--- src/rtl/timer_apb_sequencer_pkg.sv ---
// Shared definitions for the timer APB sequencer: register map, TCR fields, FSM encoding.
package timer_apb_sequencer_pkg;

   localparam logic [7:0] TDR_ADDR_DEF = 8'h00;
   localparam logic [7:0] TCR_ADDR_DEF = 8'h01;
   localparam logic [7:0] TSR_ADDR_DEF = 8'h02;

   localparam int TCR_LOAD_BIT = 7;
   localparam int TCR_DOWN_BIT = 5;
   localparam int TCR_EN_BIT   = 4;
   localparam int TCR_CLKSEL_LSB = 0;

   typedef enum logic [2:0] {
      ST_IDLE     = 3'd0,
      ST_WR_TDR   = 3'd1,
      ST_WR_LOAD  = 3'd2,
      ST_WR_EN    = 3'd3,
      ST_WAIT_EVT = 3'd4,
      ST_RD_TSR   = 3'd5,
      ST_CLR_TSR  = 3'd6,
      ST_WR_STOP  = 3'd7
   } seq_state_t;

   function automatic logic [7:0] tcr_word(input logic load, input logic en,
                                           input logic down, input logic [1:0] clksel);
      logic [7:0] w;
      w = 8'h00;
      w[TCR_LOAD_BIT] = load;
      w[TCR_DOWN_BIT] = down;
      w[TCR_EN_BIT]   = en;
      w[TCR_CLKSEL_LSB +: 2] = clksel;
      return w;
   endfunction

endpackage

--- src/rtl/timer_apb_sequencer_apb_master_xfer.sv ---
// Single APB transfer engine: SETUP, ACCESS until PREADY, then one cycle with PSEL low.
module apb_master_xfer #(
   parameter int ADDR_WIDTH = 8,
   parameter int DATA_WIDTH = 8
) (
   input  logic                  PCLK,
   input  logic                  PRESET_n,
   input  logic                  i_req,
   input  logic                  i_write,
   input  logic [ADDR_WIDTH-1:0] i_addr,
   input  logic [DATA_WIDTH-1:0] i_wdata,
   output logic                  o_done,
   output logic [DATA_WIDTH-1:0] o_rdata,
   output logic                  o_slverr,
   output logic                  M_PSEL,
   output logic                  M_PENABLE,
   output logic                  M_PWRITE,
   output logic [ADDR_WIDTH-1:0] M_PADDR,
   output logic [DATA_WIDTH-1:0] M_PWDATA,
   input  logic [DATA_WIDTH-1:0] M_PRDATA,
   input  logic                  M_PREADY,
   input  logic                  M_PSLVERR
);

   logic                  r_psel;
   logic                  r_penable;
   logic                  r_pwrite;
   logic [ADDR_WIDTH-1:0] r_paddr;
   logic [DATA_WIDTH-1:0] r_pwdata;
   logic                  w_complete;

   assign w_complete = r_psel & r_penable & M_PREADY;

   // The idle cycle after completion falls out naturally: PSEL is only raised from a cycle where it was low.
   always_ff @(posedge PCLK or negedge PRESET_n) begin
      if (!PRESET_n) begin
         r_psel    <= 1'b0;
         r_penable <= 1'b0;
         r_pwrite  <= 1'b0;
         r_paddr   <= '0;
         r_pwdata  <= '0;
      end else if (w_complete) begin
         r_psel    <= 1'b0;
         r_penable <= 1'b0;
      end else if (r_psel && !r_penable) begin
         r_penable <= 1'b1;
      end else if (!r_psel && i_req) begin
         r_psel   <= 1'b1;
         r_pwrite <= i_write;
         r_paddr  <= i_addr;
         r_pwdata <= i_wdata;
      end
   end

   assign o_done    = w_complete;
   assign o_rdata   = M_PRDATA;
   assign o_slverr  = M_PSLVERR;
   assign M_PSEL    = r_psel;
   assign M_PENABLE = r_penable;
   assign M_PWRITE  = r_pwrite;
   assign M_PADDR   = r_paddr;
   assign M_PWDATA  = r_pwdata;

endmodule

--- src/rtl/timer_apb_sequencer.sv ---
// Command-driven APB master that loads, runs, services and stops the 8-bit timer.
//   state    | meaning
//   IDLE     | ready for a command
//   WR_TDR   | write reload value
//   WR_LOAD  | TCR load pulse
//   WR_EN    | TCR enable counting
//   WAIT_EVT | wait for timer event or abort
//   RD_TSR   | read status
//   CLR_TSR  | clear status, count event
//   WR_STOP  | TCR = 0, then back to IDLE
module timer_apb_sequencer
   import timer_apb_sequencer_pkg::*;
#(
   parameter int                    ADDR_WIDTH = 8,
   parameter int                    DATA_WIDTH = 8,
   parameter logic [ADDR_WIDTH-1:0] TDR_ADDR   = ADDR_WIDTH'(TDR_ADDR_DEF),
   parameter logic [ADDR_WIDTH-1:0] TCR_ADDR   = ADDR_WIDTH'(TCR_ADDR_DEF),
   parameter logic [ADDR_WIDTH-1:0] TSR_ADDR   = ADDR_WIDTH'(TSR_ADDR_DEF)
) (
   input  logic                  PCLK,
   input  logic                  PRESET_n,
   input  logic                  cmd_valid,
   output logic                  cmd_ready,
   input  logic [7:0]            cmd_reload,
   input  logic                  cmd_down,
   input  logic [1:0]            cmd_clksel,
   input  logic [7:0]            cmd_periods,
   input  logic                  cmd_abort,
   output logic                  busy,
   output logic                  done,
   output logic                  err,
   output logic [7:0]            evt_cnt,
   output logic [7:0]            last_tsr,
   output logic                  M_PSEL,
   output logic                  M_PENABLE,
   output logic                  M_PWRITE,
   output logic [ADDR_WIDTH-1:0] M_PADDR,
   output logic [DATA_WIDTH-1:0] M_PWDATA,
   input  logic [DATA_WIDTH-1:0] M_PRDATA,
   input  logic                  M_PREADY,
   input  logic                  M_PSLVERR,
   input  logic                  TMR_OVF,
   input  logic                  TMR_URF
);

   seq_state_t r_state;
   logic       r_cmd_ready, r_busy, r_done, r_err;
   logic [7:0] r_evt_cnt, r_last_tsr;
   logic [7:0] r_reload, r_periods;
   logic       r_down;
   logic [1:0] r_clksel;
   logic       r_evt_q, r_evt_pending, r_abort_pending;

   logic                  w_req, w_write;
   logic [ADDR_WIDTH-1:0] w_addr;
   logic [DATA_WIDTH-1:0] w_wdata;
   logic                  w_xfer_done, w_slverr;
   logic [DATA_WIDTH-1:0] w_rdata;
   logic                  w_evt_or, w_evt_rise;
   logic [7:0]            w_evt_next;

   assign w_evt_or   = TMR_OVF | TMR_URF;
   assign w_evt_rise = w_evt_or & ~r_evt_q;
   assign w_evt_next = (r_evt_cnt == 8'hFF) ? 8'hFF : r_evt_cnt + 8'd1;

   always_comb begin
      w_req   = 1'b0;
      w_write = 1'b1;
      w_addr  = TCR_ADDR;
      w_wdata = '0;
      case (r_state)
         ST_WR_TDR: begin
            w_req   = 1'b1;
            w_addr  = TDR_ADDR;
            w_wdata = DATA_WIDTH'(r_reload);
         end
         ST_WR_LOAD: begin
            w_req   = 1'b1;
            w_wdata = DATA_WIDTH'(tcr_word(1'b1, 1'b0, r_down, r_clksel));
         end
         ST_WR_EN: begin
            w_req   = 1'b1;
            w_wdata = DATA_WIDTH'(tcr_word(1'b0, 1'b1, r_down, r_clksel));
         end
         ST_RD_TSR: begin
            w_req   = 1'b1;
            w_write = 1'b0;
            w_addr  = TSR_ADDR;
         end
         ST_CLR_TSR: begin
            w_req   = 1'b1;
            w_addr  = TSR_ADDR;
         end
         ST_WR_STOP: w_req = 1'b1;
         default:    w_req = 1'b0;
      endcase
   end

   apb_master_xfer #(.ADDR_WIDTH(ADDR_WIDTH), .DATA_WIDTH(DATA_WIDTH)) u_xfer (
      .PCLK      (PCLK),
      .PRESET_n  (PRESET_n),
      .i_req     (w_req),
      .i_write   (w_write),
      .i_addr    (w_addr),
      .i_wdata   (w_wdata),
      .o_done    (w_xfer_done),
      .o_rdata   (w_rdata),
      .o_slverr  (w_slverr),
      .M_PSEL    (M_PSEL),
      .M_PENABLE (M_PENABLE),
      .M_PWRITE  (M_PWRITE),
      .M_PADDR   (M_PADDR),
      .M_PWDATA  (M_PWDATA),
      .M_PRDATA  (M_PRDATA),
      .M_PREADY  (M_PREADY),
      .M_PSLVERR (M_PSLVERR)
   );

   always_ff @(posedge PCLK or negedge PRESET_n) begin
      if (!PRESET_n) begin
         r_state         <= ST_IDLE;
         r_cmd_ready     <= 1'b1;
         r_busy          <= 1'b0;
         r_done          <= 1'b0;
         r_err           <= 1'b0;
         r_evt_cnt       <= 8'h00;
         r_last_tsr      <= 8'h00;
         r_reload        <= 8'h00;
         r_periods       <= 8'h00;
         r_down          <= 1'b0;
         r_clksel        <= 2'b00;
         r_evt_q         <= 1'b0;
         r_evt_pending   <= 1'b0;
         r_abort_pending <= 1'b0;
      end else begin
         r_done  <= 1'b0;
         r_evt_q <= w_evt_or;
         if (r_state != ST_IDLE && cmd_abort)
            r_abort_pending <= 1'b1;

         case (r_state)
            ST_IDLE: begin
               if (cmd_valid && r_cmd_ready) begin
                  r_reload        <= cmd_reload;
                  r_down          <= cmd_down;
                  r_clksel        <= cmd_clksel;
                  r_periods       <= cmd_periods;
                  r_err           <= 1'b0;
                  r_evt_cnt       <= 8'h00;
                  r_evt_pending   <= 1'b0;
                  r_abort_pending <= 1'b0;
                  r_busy          <= 1'b1;
                  r_cmd_ready     <= 1'b0;
                  r_state         <= ST_WR_TDR;
               end
            end
            ST_WR_TDR, ST_WR_LOAD, ST_WR_EN: begin
               if (w_xfer_done) begin
                  if (w_slverr) begin
                     r_err           <= 1'b1;
                     r_abort_pending <= 1'b0;
                     r_state         <= ST_WR_STOP;
                  end else if (r_state == ST_WR_TDR) begin
                     r_state <= ST_WR_LOAD;
                  end else if (r_state == ST_WR_LOAD) begin
                     r_state <= ST_WR_EN;
                  end else begin
                     r_state <= ST_WAIT_EVT;
                  end
               end
            end
            ST_WAIT_EVT: begin
               if (r_evt_pending) begin
                  r_evt_pending <= 1'b0;
                  r_state       <= ST_RD_TSR;
               end else if (cmd_abort || r_abort_pending) begin
                  r_abort_pending <= 1'b0;
                  r_state         <= ST_WR_STOP;
               end
            end
            ST_RD_TSR: begin
               if (w_xfer_done) begin
                  r_last_tsr <= 8'(w_rdata);
                  if (w_slverr) begin
                     r_err           <= 1'b1;
                     r_abort_pending <= 1'b0;
                     r_state         <= ST_WR_STOP;
                  end else begin
                     r_state <= ST_CLR_TSR;
                  end
               end
            end
            ST_CLR_TSR: begin
               if (w_xfer_done) begin
                  if (w_slverr) begin
                     r_err           <= 1'b1;
                     r_abort_pending <= 1'b0;
                     r_state         <= ST_WR_STOP;
                  end else begin
                     r_evt_cnt <= w_evt_next;
                     if ((r_periods != 8'h00 && w_evt_next == r_periods) ||
                         cmd_abort || r_abort_pending) begin
                        r_abort_pending <= 1'b0;
                        r_state         <= ST_WR_STOP;
                     end else begin
                        r_state <= ST_WAIT_EVT;
                     end
                  end
               end
            end
            ST_WR_STOP: begin
               if (w_xfer_done) begin
                  if (w_slverr)
                     r_err <= 1'b1;
                  r_done      <= 1'b1;
                  r_busy      <= 1'b0;
                  r_cmd_ready <= 1'b1;
                  r_state     <= ST_IDLE;
               end
            end
            default: begin
               r_busy      <= 1'b0;
               r_cmd_ready <= 1'b1;
               r_state     <= ST_IDLE;
            end
         endcase

         // A new edge in the same cycle the pending flag is consumed must survive.
         if (w_evt_rise && r_state != ST_IDLE)
            r_evt_pending <= 1'b1;
      end
   end

   assign cmd_ready = r_cmd_ready;
   assign busy      = r_busy;
   assign done      = r_done;
   assign err       = r_err;
   assign evt_cnt   = r_evt_cnt;
   assign last_tsr  = r_last_tsr;

endmodule

--- config.mk ---
export PLATFORM = sky130hd
export DESIGN_NAME = timer_apb_sequencer
export DESIGN_NICKNAME = d
export VERILOG_FILES = /design/src/rtl/timer_apb_sequencer_pkg.sv /design/src/rtl/timer_apb_sequencer_apb_master_xfer.sv /design/src/rtl/timer_apb_sequencer.sv
export SDC_FILE = /design/constraint.sdc
export NUM_CORES = 1
export LEC_CHECK = 0
export CAP_MARGIN = 20
export CORE_MARGIN = 1.5
export CORE_UTILIZATION = 55
export CTS_BUF_LIST = sky130_fd_sc_hd__clkbuf_8
export CTS_CLUSTER_SIZE = 20
export DETAILED_ROUTE_END_ITERATION = 10
export PLACE_DENSITY_LB_ADDON = 0.2
export SLEW_MARGIN = 30
export SYNTH_ARGS = -nofsm -noshare
export SYNTH_HDL_FRONTEND = slang
export SYNTH_SLANG_ARGS = --single-unit
--- constraint.sdc ---
create_clock -name PCLK -period 5.4 [get_ports PCLK]
set_input_delay 1.08 -clock PCLK [delete_from_list [all_inputs] [get_ports PCLK]]
set_output_delay 1.08 -clock PCLK [all_outputs]
set_load 0.02 [all_outputs]
* Word-level counts from Yosys, hierarchy flattened
Index checks and enable logic that the tools add are counted.
** Operators by class
- Divide/modulo/power cells :: 0
- Multiplexer cells :: 51
- $mul :: 0
- Magnitude comparators :: 0
- Eq/ne operators :: 20
- Bitwise gates (word level) :: 7
- $add $sub $neg :: 1
- Shift operators :: 0
- Reduce and logical (&&, ||, !) cells :: 33
** Operators with widths (number)
- $mux W8 :: 4
- $mux W3 :: 10
- $mux W1 :: 26
- $pmux W8 S3 :: 1
- $pmux W3 S6 :: 1
- $pmux W8 S2 :: 1
- $ne A2 B1 Y1 const B :: 7
- $eq A3 B3 Y1 const B :: 4
- $reduce_bool A2 Y1 :: 5
- $add A8 B1 Y8 const B :: 1
- $eq A8 B8 Y1 :: 1
- $eq A8 B8 Y1 const B :: 1
- $pmux W1 S2 :: 4
- $reduce_and A2 Y1 :: 4
- $reduce_and A4 Y1 :: 2
- $reduce_bool A8 Y1 :: 1
- $eq A3 B2 Y1 const B :: 2
- $logic_and A1 B1 Y1 :: 6
- $ne A3 B3 Y1 const B :: 2
- $reduce_and A3 Y1 :: 2
- $reduce_and A6 Y1 :: 1
- $reduce_bool A3 Y1 :: 2
- $reduce_or A6 Y1 :: 1
- $mux W2 :: 2
- other kinds (13) :: 21
** Word-level totals
- Input port bits :: 35
- Latch bits :: 0
- Memory bits (writable) :: 0
- Output and inout port bits :: 39
- Word-level logic and storage cells :: 131
- Memories kept :: 0
- Register bits after elaboration :: 64
- ROM bits :: 0

* Depth between registers and ports, before layout
- Depth after elaboration :: 10
- Gate-level depth with buffers :: 9
- Depth with buffers taken out :: 7

* By module
From an unflattened synthesis, not the netlist that was laid out.
** Second synthesis, totals
- Cells, all modules :: 287
- Area, all modules :: 3328.2 um2
** Modules (own cells, without submodules)
- timer_apb_sequencer :: times used 1, seq. area each 1127.3 um2, cells each 234, area an instance 2494.9 um2
- apb_master_xfer :: times used 1, seq. area each 475.5 um2, cells each 53, area an instance 833.3 um2

* Worst setup path after synthesis
OpenSTA, ideal clock, no wires.
- Kind :: input-to-reg
- From :: input port M_PREADY
- To :: register r_last_tsr[0], in the netlist last_tsr[0]
- Arrival time :: 2.096 ns
- Slack :: 3.179 ns
- Stages on the path :: 4
- Buffers on the path :: 0
- Required time :: 5.275 ns
- Cell sequence :: and3_1 nand2_1 nor3_2 mux2_2
** Between the ends
- Longest elaborated chain between the ends :: 2
** RTL lines
- start: declaration :: RTL line timer_apb_sequencer.sv:40 : input logic M_PREADY,
- $and A1 B1 Y1 :: RTL line timer_apb_sequencer_apb_master_xfer.sv:32 : assign w_complete = r_psel & r_penable & M_PREADY;
- $reduce_and A2 Y1 (no line)
- end signal: assignment :: RTL line timer_apb_sequencer.sv:183 : r_last_tsr <= 8'(w_rdata);
- end: declaration :: RTL line timer_apb_sequencer.sv:48 : logic [7:0] r_evt_cnt, r_last_tsr;
No other way between the ends.
A chain may end at the register's enable or synchronous reset.

* Worst setup path in the final report
- From :: register r_state[1]
- To :: register r_evt_cnt[0], in the netlist evt_cnt[0]
** Between the ends
- Longest elaborated chain between the ends :: 3
- Elaborated cells on any way between the ends :: 8
** RTL lines
- start: declaration :: RTL line timer_apb_sequencer.sv:46 : seq_state_t r_state;
- start signal: assignment :: RTL line timer_apb_sequencer.sv:121 : r_state <= ST_IDLE;
- start signal: assignment :: RTL line timer_apb_sequencer.sv:154 : r_state <= ST_WR_TDR;
- start signal: assignment :: RTL line timer_apb_sequencer.sv:162 : r_state <= ST_WR_STOP;
- $eq A3 B3 Y1 / $logic_not A3 Y1 (equally long branches) :: RTL line timer_apb_sequencer.sv:141 : case (r_state)
- $ne A2 B2 Y1 (no line), or another cell as far along
- $reduce_and A4 Y1 (no line)
- end signal: assignment :: RTL line timer_apb_sequencer.sv:200 : r_evt_cnt <= w_evt_next;
- end: declaration :: RTL line timer_apb_sequencer.sv:48
Parallel ways exist; a longest one is shown, timed or not.

==> qor.csv <==
metric,value,unit
outcome,"finished, final reports clean",
grt_overflow,0,
synth_seq_cells,58,
required,5620,ps
detail_route.wl_per_cell,14.4,µm
diodes,0,
synth.most_common_cell,nand2_1,
finalMaxSlewViolations,0,
synth_area_per_cell,9.10,µm²
start_util,57.7,%
drive_gt1_share,7.95,%
holdBufCountCts,0,
vias_per_cell,5.56,
hold_viol,0,
rows,26,
ir_drop,0.271,mV
p_sw,0.000623,W
pwr-share-clk,20.8,%
ys_async_sr_fraction,100,%
dieArea,5880,µm²
nets,421,
globalRouteTotalUtil,24.3,%
synth_area_leaders,"dfrtp_1 48%, nand2_1 9.3%, a21oi_1 3.0%, mux2_2 3.0%, o21ai_0 2.7%",
vias,2559,
switching_share,37.9,%
place_area,3610,µm²
instances_no_fill,460,
clock_path_buffers,2,
setup_viol,0,
clock_latency,330,ps
synth_cell_types,53,
setup_ws,2390,ps
finalInstanceArea,3780,µm²
cp-start-kind,flip-flop,
skew,11.1,ps
seq_power_share,42.9,%
syn-cell-area,2980,µm²
hold_path.class,reg2reg,
grt_pass1_wl,11.4,mm
synthCells,328,
fp.dieH,76.7,µm
cts_tree,built,
drc,0,
synth_top_area_share,47.8,%
post_cts_resized,0,
io_pins,74,
ant_nets,0,
critPathKind,reg2reg,
pre_cts_ws,2180,ps
timing.final.crit_share,55.7,%
clock-sinks,58,
clock.fmax,0.333,GHz
cts_setup_buffers,0,
grt_pass1_vias,2405,
cts_buffers,9,
place_inst,444,
rsz0062_at_grt,false,
leakagePower,1.73,nW
synth_top_area_cell,dfrtp_1,
synthTopCellsByCount,"74 x nand2_1, 57 x dfrtp_1, 21 x nor2_1, 18 x a21oi_1, 16 x o21ai_0",
coreArea,5170,µm²
antenna_found_initial,0,
synth_edf_count,0,
slew-limit-headroom,42.9,%
final_util,73.1,%
htreeDepth,3,
path_clk_slew,70,ps
arrival,3220,ps
die_x,76.7,µm
synth_ff_type,dfrtp_1,
cp_max_fo,24,
gp_congestion,0.881,
first_pass_iters,4,
power.density,435,nW/µm²
p_int,0.00102,W
ys.warnings.count,0,
crit_path_end_kind,flip-flop,
post-dp-hpwl,4.57,mm
cts_root_buffer,clkbuf_8,
drt_iter0_drc,189,
worst_slew_pin_slew,856,ps
seq_area_frac_synth,48.7,%
syn2layout_area_growth,26.8,%
fin_tns_setup,0,ps
grt_max_degree,59,
route.final.wire_length,6.65,mm
cap_violations,0,
portBuffers,67,
combPwrFrac,36.2,%
finalCriticalPeriod,3010,ps
## critical path, cell delays in order (launching register included)
cell,delay (ps)
dfrtp_1,790
or2_1,360
nor2_1,140
and3_1,490
a21oi_1,790
a211oi_1,110
a21o_1,190
## flip-flops by register name (all words and copies together) (netlist names), 2 cells and up
register / flops
u_xfer.M_PWDATA: 8
r_state: 3
u_xfer.M_PADDR: 2
r_clksel: 2
r_reload: 8
last_tsr: 8
evt_cnt: 8
r_periods: 8
## through the flow
stage / hold slack, ps / total power (W)
floorplan: 408 / 0.00106
global placement: 435 / 0.00129
detailed placement: 434 / 0.00131
CTS: 446 / 0.00165
global route: 470 / 0.00175
finish: 446 / 0.00165
## cell type report
type	instances	area, µm²
Sequential cell	58	1450
Fill cell	387	1390
Multi-Input combinational cell	241	1370
Timing Repair Buffer	68	673
Clock buffer	10	138
Tap cell	70	87.6
Clock inverter	6	33.8
Inverter	7	26.3
## power groups by stage
stage / sequential (W) / clock, W / combinational (W)
finish: 0.000707 / 0.000343 / 0.000597
global route: 0.000729 / 0.000367 / 0.000657
CTS: 0.000705 / 0.000349 / 0.000600
detailed placement: 0.000710 / 0 / 0.000598
global placement: 0.000709 / 0 / 0.000577
floorplan: 0.000734 / 0 / 0.000330
## per-layer routing
metal  wire length [µm]  vias to the layer above  track usage (%)
met4                116                        0             10.2
met3                403                       10             5.36
met1               3070                     1213             34.1
met2               3050                       84             36.5
met5                  0                        -                0
li1                   -                     1252                -
## kinds of logic (layout without fill, tap and decap cells)
family / count (synthesis) / after routing / share of synthesized area, %
buffers and inverters: 34 / 91 / 5.95
muxes: 10 / 10 / 3.69
AOI/OAI and AO/OA: 75 / 75 / 16.6
DFF: 58 / 58 / 48.7
and+or+nand+nor: 142 / 142 / 22.4
other: 1 / 6 / 0.126
adders and majority gates: 2 / 2 / 0.755
xor gates and xnor gates: 6 / 6 / 1.76
## final timing paths
path	from	to	slack, ps	cells after the start
worst min register to register	r_evt_q$_DFF_PN0_	r_evt_pending$_DFFE_PN0P_	450	1
worst max-delay path	r_state[1]$_DFFE_PN0P_	evt_cnt[0]$_DFFE_PN0P_	2390	6
max in group asynchronous	PRESET_n	u_xfer.M_PWDATA[0]$_DFFE_PN0P_	4030	2
worst min-delay path	r_evt_q$_DFF_PN0_	r_evt_pending$_DFFE_PN0P_	450	1
worst max register to register	r_state[1]$_DFFE_PN0P_	evt_cnt[0]$_DFFE_PN0P_	2390	6
min in group asynchronous	PRESET_n	last_tsr[5]$_DFFE_PN0P_	890	2
## layout by cell type, fill, tap and decap left out, drive strengths merged, types with 5 or more instances in the layout
| master | netlist | final |
|---|---|---|
| nand2 | 75 | 75 |
| clkdlybuf4s50 | 0 | 66 |
| dfrtp | 57 | 57 |
| nor2 | 21 | 21 |
| a21oi | 18 | 18 |
| o21ai | 16 | 16 |
| clkbuf | 11 | 10 |
| nand3 | 9 | 9 |
| and3 | 9 | 9 |
| inv | 7 | 8 |
| mux2 | 8 | 8 |
| a31oi | 8 | 8 |
| a22o | 6 | 6 |
| conb | 1 | 6 |
| a211oi | 5 | 5 |
(Power assumes the default switching activity.)
